[src/rtl/countdown_timer_n.sv]
// rtl/countdown_timer_n.sv - N-digit BCD set/countdown timer with multiplexed 7-segment display
//
// Purpose:
//   SET mode edits the value one digit at a time. Starting a nonzero value
//   enters RUN, which decrements the value once per TICK_DIV cycles. PAUSE
//   can resume or abort to SET. DONE blinks zeros until it is acknowledged
//   or until DONE_HOLD cycles have passed.
//   The display scans one digit per cycle. seg_sel and seg_dat are registered
//   together, so they always describe the same digit.
//
// Optional feature (macro TIMER_COUNTUP_EN):
//   Adds the dir_up input, which is sampled on the SET->RUN edge. In count-up
//   mode the programmed value becomes the target and the display counts up
//   from zero. The decimal point of the rightmost digit is lit in RUN/PAUSE.
//
// Ports:
//   clk_1khz  in   1           system clock, 1 kHz
//   nRst      in   1           synchronous active-low reset
//   inc_p     in   1           pulse: increment edited digit / acknowledge DONE
//   next_p    in   1           pulse: next edit position, start, abort, acknowledge
//   pause_p   in   1           pulse: pause, resume, acknowledge DONE
//   dir_up    in   1           (TIMER_COUNTUP_EN only) 1 = count up to target
//   seg_dat   out  8           segment pattern, bit7 = decimal point, active-high
//   seg_sel   out  NUM_DIGITS  one-cold digit enable, digit i on seg_sel[NUM_DIGITS-1-i]
//   edit_idx  out  clog2(N)    digit being edited (0 = leftmost)
//   running   out  1           high in RUN
//   done      out  1           high in DONE

module countdown_timer_n #(
  parameter int NUM_DIGITS = 4,
  parameter int TICK_DIV   = 100,
  parameter int BLINK_HALF = 50,
  parameter int DONE_HOLD  = 2000
) (
  input  logic                          clk_1khz,
  input  logic                          nRst,
  input  logic                          inc_p,
  input  logic                          next_p,
  input  logic                          pause_p,
`ifdef TIMER_COUNTUP_EN
  input  logic                          dir_up,
`endif
  output logic [7:0]                    seg_dat,
  output logic [NUM_DIGITS-1:0]         seg_sel,
  output logic [$clog2(NUM_DIGITS)-1:0] edit_idx,
  output logic                          running,
  output logic                          done
);

  localparam int IDX_W   = $clog2(NUM_DIGITS);
  localparam int VAL_W   = 4 * NUM_DIGITS;
  localparam int TICK_W  = (TICK_DIV > 1) ? $clog2(TICK_DIV) : 1;
  localparam int BLINK_W = $clog2(2 * BLINK_HALF);
  localparam int HOLD_W  = (DONE_HOLD > 1) ? $clog2(DONE_HOLD) : 1;

  localparam logic [IDX_W-1:0]      LAST_IDX   = IDX_W'(NUM_DIGITS - 1);
  localparam logic [TICK_W-1:0]     TICK_LAST  = TICK_W'(TICK_DIV - 1);
  localparam logic [BLINK_W-1:0]    BLINK_LAST = BLINK_W'(2 * BLINK_HALF - 1);
  localparam logic [BLINK_W-1:0]    BLINK_ON   = BLINK_W'(BLINK_HALF);
  localparam logic [HOLD_W-1:0]     HOLD_LAST  = HOLD_W'(DONE_HOLD - 1);
  localparam logic [VAL_W-1:0]      NIB_MASK   = VAL_W'(4'hF);
  localparam logic [NUM_DIGITS-1:0] SEL_ONE    = NUM_DIGITS'(1);

  localparam logic [1:0] ST_SET   = 2'd0;
  localparam logic [1:0] ST_RUN   = 2'd1;
  localparam logic [1:0] ST_PAUSE = 2'd2;
  localparam logic [1:0] ST_DONE  = 2'd3;

  // The value is one packed BCD word: digit 0 (leftmost) sits in the top
  // nibble, so the word reads like the displayed number in hex.
  logic [1:0]            state_q, state_d;
  logic [VAL_W-1:0]      val_q, val_d;
  logic [IDX_W-1:0]      edit_q, edit_d;
  logic [TICK_W-1:0]     tick_q, tick_d;
  logic [HOLD_W-1:0]     hold_q, hold_d;
  logic [BLINK_W-1:0]    blink_q, blink_d;
  logic [IDX_W-1:0]      scan_q, scan_d;
  logic [NUM_DIGITS-1:0] seg_sel_q, sel_d;
  logic [7:0]            seg_dat_q, pat_d;
  logic                  running_q, done_q;

  logic [3:0]            dig_cur, dig_new, scan_dig;
  logic [VAL_W-1:0]      val_inc, val_step;
  logic                  reached, blink_on;

`ifdef TIMER_COUNTUP_EN
  logic [VAL_W-1:0]      target_q, target_d;
  logic                  up_q, up_d;
`endif

  // Bit offset of digit idx inside the packed value word.
  function automatic logic [IDX_W+1:0] dig_shift(input logic [IDX_W-1:0] idx);
    return {LAST_IDX - idx, 2'b00};
  endfunction

  function automatic logic [3:0] get_dig(input logic [VAL_W-1:0] v,
                                         input logic [IDX_W-1:0] idx);
    logic [VAL_W-1:0] t;
    t = v >> dig_shift(idx);
    return t[3:0];
  endfunction

  function automatic logic [VAL_W-1:0] set_dig(input logic [VAL_W-1:0] v,
                                               input logic [IDX_W-1:0] idx,
                                               input logic [3:0]       d);
    logic [VAL_W-1:0] dw;
    dw = {{(VAL_W-4){1'b0}}, d};
    return (v & ~(NIB_MASK << dig_shift(idx))) | (dw << dig_shift(idx));
  endfunction

  // Walks the digits from the rightmost one, rotating each result into the
  // top of r, so after NUM_DIGITS steps r is back in display order.
  function automatic logic [VAL_W-1:0] bcd_dec(input logic [VAL_W-1:0] v);
    logic [VAL_W-1:0] w;
    logic [VAL_W-1:0] r;
    logic             borrow;
    logic [3:0]       d;
    w      = v;
    r      = '0;
    borrow = 1'b1;
    for (int i = 0; i < NUM_DIGITS; i++) begin
      d = w[3:0];
      if (borrow) begin
        if (d == 4'd0) begin
          d = 4'd9;
        end else begin
          d      = d - 4'd1;
          borrow = 1'b0;
        end
      end
      r = {d, r[VAL_W-1:4]};
      w = w >> 4;
    end
    return r;
  endfunction

`ifdef TIMER_COUNTUP_EN
  function automatic logic [VAL_W-1:0] bcd_inc(input logic [VAL_W-1:0] v);
    logic [VAL_W-1:0] w;
    logic [VAL_W-1:0] r;
    logic             carry;
    logic [3:0]       d;
    w     = v;
    r     = '0;
    carry = 1'b1;
    for (int i = 0; i < NUM_DIGITS; i++) begin
      d = w[3:0];
      if (carry) begin
        if (d == 4'd9) begin
          d = 4'd0;
        end else begin
          d     = d + 4'd1;
          carry = 1'b0;
        end
      end
      r = {d, r[VAL_W-1:4]};
      w = w >> 4;
    end
    return r;
  endfunction
`endif

  function automatic logic [7:0] seg_code(input logic [3:0] d);
    logic [7:0] s;
    case (d)
      4'd0:    s = 8'h3F;
      4'd1:    s = 8'h06;
      4'd2:    s = 8'h5B;
      4'd3:    s = 8'h4F;
      4'd4:    s = 8'h66;
      4'd5:    s = 8'h6D;
      4'd6:    s = 8'h7D;
      4'd7:    s = 8'h07;
      4'd8:    s = 8'h7F;
      4'd9:    s = 8'h67;
      default: s = 8'h00;
    endcase
    return s;
  endfunction

  // Control state machine
  always_comb begin
    state_d  = state_q;
    val_d    = val_q;
    edit_d   = edit_q;
    tick_d   = tick_q;
    hold_d   = '0;
    dig_cur  = get_dig(val_q, edit_q);
    dig_new  = (dig_cur == 4'd9) ? 4'd0 : dig_cur + 4'd1;
    val_inc  = inc_p ? set_dig(val_q, edit_q, dig_new) : val_q;
    val_step = bcd_dec(val_q);
    reached  = (val_step == '0);
`ifdef TIMER_COUNTUP_EN
    target_d = target_q;
    up_d     = up_q;
    if (up_q) begin
      val_step = bcd_inc(val_q);
      reached  = (val_step == target_q);
    end
`endif

    case (state_q)
      ST_SET: begin
        // Keeping tick at zero here means RUN always starts a full period.
        tick_d = '0;
        // The increment is applied before next_p so the start check sees it.
        val_d  = val_inc;
        if (next_p) begin
          if (edit_q != LAST_IDX) begin
            edit_d = edit_q + 1'b1;
          end else begin
            edit_d = '0;
            if (val_inc != '0) begin
              state_d = ST_RUN;
`ifdef TIMER_COUNTUP_EN
              up_d = dir_up;
              if (dir_up) begin
                target_d = val_inc;
                val_d    = '0;
              end
`endif
            end
          end
        end
      end

      ST_RUN: begin
        if (tick_q == TICK_LAST) begin
          tick_d = '0;
          val_d  = val_step;
          if (reached) begin
            state_d = ST_DONE;
          end
        end else begin
          tick_d = tick_q + 1'b1;
        end
        // Expiry on the same edge takes precedence over pausing.
        if (pause_p && (state_d == ST_RUN)) begin
          state_d = ST_PAUSE;
        end
      end

      ST_PAUSE: begin
        if (pause_p) begin
          state_d = ST_RUN;
        end else if (next_p) begin
          state_d = ST_SET;
          edit_d  = '0;
        end
      end

      ST_DONE: begin
        if (inc_p || next_p || pause_p || (hold_q == HOLD_LAST)) begin
          state_d = ST_SET;
          val_d   = '0;
          edit_d  = '0;
        end else begin
          hold_d = hold_q + 1'b1;
        end
      end

      default: begin
        state_d = ST_SET;
      end
    endcase
  end

  // Display scan and blanking
  always_comb begin
    blink_d  = (blink_q == BLINK_LAST) ? '0 : blink_q + 1'b1;
    scan_d   = (scan_q == LAST_IDX) ? '0 : scan_q + 1'b1;
    blink_on = (blink_q < BLINK_ON);
    scan_dig = get_dig(val_q, scan_q);
    pat_d    = seg_code(scan_dig);
    sel_d    = ~(SEL_ONE << (LAST_IDX - scan_q));

    case (state_q)
      ST_SET: begin
        if ((scan_q == edit_q) && !blink_on) begin
          pat_d = 8'h00;
        end
      end
      ST_PAUSE: begin
        if (!blink_on) begin
          pat_d = 8'h00;
        end
      end
      ST_DONE: begin
        pat_d = blink_on ? seg_code(4'd0) : 8'h00;
      end
      default: begin
      end
    endcase

`ifdef TIMER_COUNTUP_EN
    if (up_q && ((state_q == ST_RUN) || (state_q == ST_PAUSE)) && (scan_q == LAST_IDX)) begin
      pat_d[7] = 1'b1;
    end
`endif
  end

  always_ff @(posedge clk_1khz) begin
    if (!nRst) begin
      state_q   <= ST_SET;
      val_q     <= '0;
      edit_q    <= '0;
      tick_q    <= '0;
      hold_q    <= '0;
      blink_q   <= '0;
      scan_q    <= '0;
      seg_sel_q <= '1;
      seg_dat_q <= 8'h00;
      running_q <= 1'b0;
      done_q    <= 1'b0;
    end else begin
      state_q   <= state_d;
      val_q     <= val_d;
      edit_q    <= edit_d;
      tick_q    <= tick_d;
      hold_q    <= hold_d;
      blink_q   <= blink_d;
      scan_q    <= scan_d;
      seg_sel_q <= sel_d;
      seg_dat_q <= pat_d;
      running_q <= (state_d == ST_RUN);
      done_q    <= (state_d == ST_DONE);
    end
  end

`ifdef TIMER_COUNTUP_EN
  always_ff @(posedge clk_1khz) begin
    if (!nRst) begin
      target_q <= '0;
      up_q     <= 1'b0;
    end else begin
      target_q <= target_d;
      up_q     <= up_d;
    end
  end
`endif

  assign seg_dat  = seg_dat_q;
  assign seg_sel  = seg_sel_q;
  assign edit_idx = edit_q;
  assign running  = running_q;
  assign done     = done_q;

endmodule

[config.mk]
export PLATFORM = sky130hd
export DESIGN_NAME = countdown_timer_n
export DESIGN_NICKNAME = d
export VERILOG_FILES = /design/src/rtl/countdown_timer_n.sv
export SDC_FILE = /design/constraint.sdc
export NUM_CORES = 1
export LEC_CHECK = 0
export CAP_MARGIN = 40
export CORE_UTILIZATION = 43
export CTS_CLUSTER_DIAMETER = 80
export DETAILED_ROUTE_END_ITERATION = 6
export SYNTH_ARGS = -nofsm -noshare
export SYNTH_HDL_FRONTEND = slang
export SYNTH_SLANG_ARGS = --single-unit
[constraint.sdc]
create_clock -name clk_1khz -period 3.07 [get_ports clk_1khz]
set_clock_uncertainty 0.1 [all_clocks]
set_input_delay 0.307 -clock clk_1khz [delete_from_list [all_inputs] [get_ports clk_1khz]]
set_output_delay 0.307 -clock clk_1khz [all_outputs]
set_load 0.1 [all_outputs]
==> run_summary.xml <==
<?xml version="1.0" encoding="UTF-8"?>
<metrics>
  <group name="final_layout">
    <metric name="layout.cells.most_common" unit="">sky130_fd_sc_hd__dfxtp_1</metric>
    <metric name="regArea" unit="sq um">1206</metric>
    <metric name="post_route_cells_drive_above_1_share" unit="%">16.63</metric>
    <metric name="area_growth_syn_to_layout" unit="%">19.24</metric>
    <metric name="antennaDiodeCount" unit="">0</metric>
    <metric name="finish.instance_area" unit="sq um">4691</metric>
    <metric name="area_of_combinational_cells_with_multiple_inputs" unit="sq um">2529</metric>
    <metric name="filler_cell_count" unit="">844</metric>
    <metric name="finish.cell_count_without_fillers" unit="">625</metric>
    <metric name="most_frequent_cells_in_the_layout" unit="">sky130_fd_sc_hd__dfxtp_1, sky130_fd_sc_hd__nand2_1, sky130_fd_sc_hd__nor2_1, sky130_fd_sc_hd__o21ai_0, sky130_fd_sc_hd__buf_4</metric>
    <metric name="layout.nets" unit="">539</metric>
  </group>
  <group name="sta">
    <metric name="max_slew.worst_pin.slew" unit="ps">814.0</metric>
    <metric name="timing.final.max_slew_violations" unit="">0</metric>
    <metric name="finalCritPeriodShare" unit="%">96.04</metric>
    <metric name="finalSetupViolCount" unit="">0</metric>
    <metric name="finalWorstPathRequiredPeriod" unit="ps">2948</metric>
    <metric name="finalHoldWorstSlack" unit="ps">354.0</metric>
    <metric name="setup_tns" unit="ps">0</metric>
    <metric name="achievable-frequency" unit="MHz">339.2</metric>
    <metric name="report.final.hold_viol_count" unit="">0</metric>
    <metric name="slew_headroom" unit="%">45.27</metric>
  </group>
  <group name="yosys">
    <metric name="cell_count_after_synthesis" unit="">475</metric>
    <metric name="synth_async_sr_flop_share" unit="%">0</metric>
    <metric name="synth_top_cells_by_area" unit="">sky130_fd_sc_hd__dfxtp_1, sky130_fd_sc_hd__ha_1, sky130_fd_sc_hd__o21ai_0, sky130_fd_sc_hd__nand2_1, sky130_fd_sc_hd__a22oi_1</metric>
    <metric name="synth-seq-area-share" unit="%">30.53</metric>
    <metric name="postSynthRegisterBits" unit="">60</metric>
    <metric name="synthesis.area" unit="sq um">3934</metric>
    <metric name="synth.yosys.warnings" unit="">0</metric>
    <metric name="syn-num-nets" unit="">502</metric>
    <metric name="synth_top_area_share" unit="%">30.53</metric>
    <metric name="ys_types" unit="">63</metric>
    <metric name="postSynth.topFlopCell" unit="">sky130_fd_sc_hd__dfxtp_1</metric>
    <metric name="synthesis.area_per_instance" unit="sq um">8.282</metric>
    <metric name="yosys.area.top_type" unit="">sky130_fd_sc_hd__dfxtp_1</metric>
    <metric name="synth_enable_flop_cells" unit="">0</metric>
  </group>
  <group name="global_routing">
    <metric name="grt_remaining_overflow" unit="">0</metric>
    <metric name="first_pass_grt_wire_length" unit="um">17680</metric>
    <metric name="largest_net_degree_at_the_start_of_global_routing" unit="">23</metric>
    <metric name="grt_pass1_vias" unit="">3553</metric>
    <metric name="antenna_found_initial" unit="">0</metric>
    <metric name="grt_usage" unit="%">23.40</metric>
  </group>
  <group name="setup_path">
    <metric name="timing.critical_path.fanout_max" unit="">6</metric>
    <metric name="cp_cell_sequence" unit="">mux4_2, inv_1, ha_1, nand2b_1, o211a_1, o22a_1, o31ai_2, o211ai_1, and3_2, o221a_2</metric>
    <metric name="worstPathArrival" unit="ps">3080</metric>
    <metric name="start_kind" unit="">register</metric>
    <metric name="cell_family_with_the_largest_share_of_critical_path_delay" unit="">compound AO/OA/AOI/OAI gates</metric>
    <metric name="reg2reg_setup_slack" unit="ps">120</metric>
    <metric name="crit_slowest_cell" unit="">sky130_fd_sc_hd__mux4_2</metric>
    <metric name="worst-path-buf-inv" unit="">1</metric>
    <metric name="timing.critical_path.to_type" unit="">register</metric>
    <metric name="critical_path.max_stage_delay" unit="ps">540</metric>
    <metric name="setup.worst_path.class" unit="">reg2reg</metric>
    <metric name="required" unit="ps">3200</metric>
  </group>
  <group name="clock_tree">
    <metric name="clockRootBuffer" unit="">sky130_fd_sc_hd__clkbuf_8</metric>
    <metric name="cts.sink_count" unit="">60</metric>
    <metric name="cts.clk_slew.worst_paths" unit="ps">70</metric>
    <metric name="htree_num_levels" unit="">3</metric>
    <metric name="clock_latency" unit="ps">340</metric>
    <metric name="numCtsBuffers" unit="">9</metric>
    <metric name="tritoncts_clock_tree" unit="">yes</metric>
    <metric name="cts-root-to-sink-buffers" unit="">2</metric>
    <metric name="cts_resized" unit="">0</metric>
    <metric name="cts_hold_repair.buffers" unit="">0</metric>
    <metric name="postcts_setup_bufs" unit="">0</metric>
  </group>
  <group name="routing">
    <metric name="dr_total_vias" unit="">3719</metric>
    <metric name="viasPerCell" unit="">5.950</metric>
    <metric name="detail-route-antenna-nets" unit="">0</metric>
    <metric name="avgRoutedWirePerCell" unit="um">17.10</metric>
    <metric name="drt-pass1-iter-count" unit="">7</metric>
    <metric name="detail_route.drc_violations" unit="">6</metric>
    <metric name="drtIter0Drc" unit="">329</metric>
    <metric name="postRouteWirelength" unit="um">10690</metric>
  </group>
  <group name="floorplan">
    <metric name="floorplan.die.width" unit="um">97.65</metric>
    <metric name="fp.coreArea" unit="sq um">8806</metric>
    <metric name="core.rowCount" unit="">34</metric>
    <metric name="top_level_ports" unit="">21</metric>
    <metric name="design.die.area" unit="sq um">9535</metric>
    <metric name="floorplan.die.height" unit="um">97.65</metric>
    <metric name="starting_density_of_the_core" unit="%">44.67</metric>
  </group>
  <group name="pwr">
    <metric name="finalPower" unit="W">0.003308</metric>
    <metric name="ir_worst_vdd" unit="uV">367.5</metric>
    <metric name="power_per_cell_area" unit="nW/um^2">705.1</metric>
    <metric name="total_leakage_power" unit="nW">1.880</metric>
  </group>
  <group name="place">
    <metric name="place_area" unit="sq um">4482</metric>
    <metric name="placedCellCount" unit="">609</metric>
    <metric name="placement.io_buffers" unit="">19</metric>
    <metric name="detailed_place_hpwl" unit="um">7864</metric>
    <metric name="gpl.final_weighted_congestion" unit="">0.9196</metric>
  </group>
  <group name="outcome">
    <metric name="failed_checks" unit="">design-rule violations</metric>
    <metric name="run_status" unit="">complete, but fails checks</metric>
  </group>
  <group name="hold_path">
    <metric name="min_path_type" unit="">reg2reg</metric>
  </group>
  <group name="run">
    <metric name="max-cap-violations" unit="">0</metric>
  </group>
</metrics>
cell type report:
type                    instances  share of cell area, %
clock buffers                  10                  2.721
clock inverters                 6                  1.360
inverters                      15                  1.200
multi-input cells             367                  53.91
flip-flops and latches         60                  25.71
well taps                     108                  2.881
repair buffers                 59                  12.22
cells by family (layout without fill, tap and decap cells):
| kind of cell | count (synthesis) | count (layout) | share of synthesized area [%] |
|---|---|---|---|
| buffers and inverters | 48 | 90 | 6.011 |
| AO/OA/AOI/OAI | 127 | 127 | 22.01 |
| flip-flops | 60 | 60 | 30.53 |
| other | 1 | 1 | 0.09533 |
| AND/OR/NAND/NOR | 182 | 182 | 23.16 |
| multiplexers | 18 | 18 | 7.411 |
| XOR/XNOR | 17 | 17 | 3.785 |
| adder cells (fa/ha/maj) | 22 | 22 | 6.997 |
cells in the mapped netlist (4+ instances only):
cell                         n
sky130_fd_sc_hd__o32ai_1     4
sky130_fd_sc_hd__o22ai_1     4
sky130_fd_sc_hd__xnor2_1    10
sky130_fd_sc_hd__ha_1       22
sky130_fd_sc_hd__nand2_1    49
sky130_fd_sc_hd__nand3_1    16
sky130_fd_sc_hd__mux4_2      6
sky130_fd_sc_hd__o21ai_0    39
sky130_fd_sc_hd__xor2_1      7
sky130_fd_sc_hd__nor2_1     46
sky130_fd_sc_hd__mux2i_1     7
sky130_fd_sc_hd__o211a_1     5
sky130_fd_sc_hd__nor3_1      7
sky130_fd_sc_hd__dfxtp_1    60
sky130_fd_sc_hd__and2_1      7
sky130_fd_sc_hd__a22oi_1    24
sky130_fd_sc_hd__a21oi_1    17
sky130_fd_sc_hd__a31oi_1     5
sky130_fd_sc_hd__clkbuf_1   23
sky130_fd_sc_hd__nand2b_1    4
sky130_fd_sc_hd__nor2b_1    16
sky130_fd_sc_hd__inv_1      15
sky130_fd_sc_hd__and3_1      8
sky130_fd_sc_hd__a2bb2oi_1   4
sky130_fd_sc_hd__nand4_1     5
registers in the layout, indices dropped and copies added, names as in the netlist:
signal	flops
blink_q	7
scan_q	2
hold_q	11
seg_dat	7
done	1
state_q	2
tick_q	7
edit_idx	2
running	1
seg_sel	4
val_q	16
final timing paths:
path                                                from                    to  cells past startpoint
worst max-delay path            edit_idx[0]$_SDFFE_PN0P_       done$_SDFF_PN0_                     10
worst min-delay path                hold_q[0]$_SDFF_PP0_  hold_q[0]$_SDFF_PP0_                      1
worst max register to register  edit_idx[0]$_SDFFE_PN0P_       done$_SDFF_PN0_                     10
worst min register to register      hold_q[0]$_SDFF_PP0_  hold_q[0]$_SDFF_PP0_                      1
stage by stage:
stage | utilization (%) | setup slack [ps]
after floorplan | - | 3.182
after global placement | 48.85 | 175.1
after detailed placement | 50.90 | 123.7
after CTS | 53.07 | 109.7
after global routing | 53.27 | -16.86
final | 53.27 | 121.5
report_power, final:
part | internal, W | leakage, nW | switching [W] | total (W)
logic | 0.000635 | 1.30 | 0.00102 | 0.00166
clock network | 0.000374 | 0.0888 | 0.000325 | 0.000699
registers | 0.000867 | 0.490 | 0.0000823 | 0.000950
metal layers:
| layer | track usage, % | routed length, um | vias to the layer above |
|---|---|---|---|
| met3 | 4.748 | 661 | 23 |
| met5 | 0 | 0 | - |
| met4 | 8.275 | 213 | 0 |
| met1 | 30.04 | 4663 | 1773 |
| met2 | 38.84 | 5146 | 138 |
| li1 | - | - | 1785 |
No activity file was read; power rests on OpenSTA's default activity.
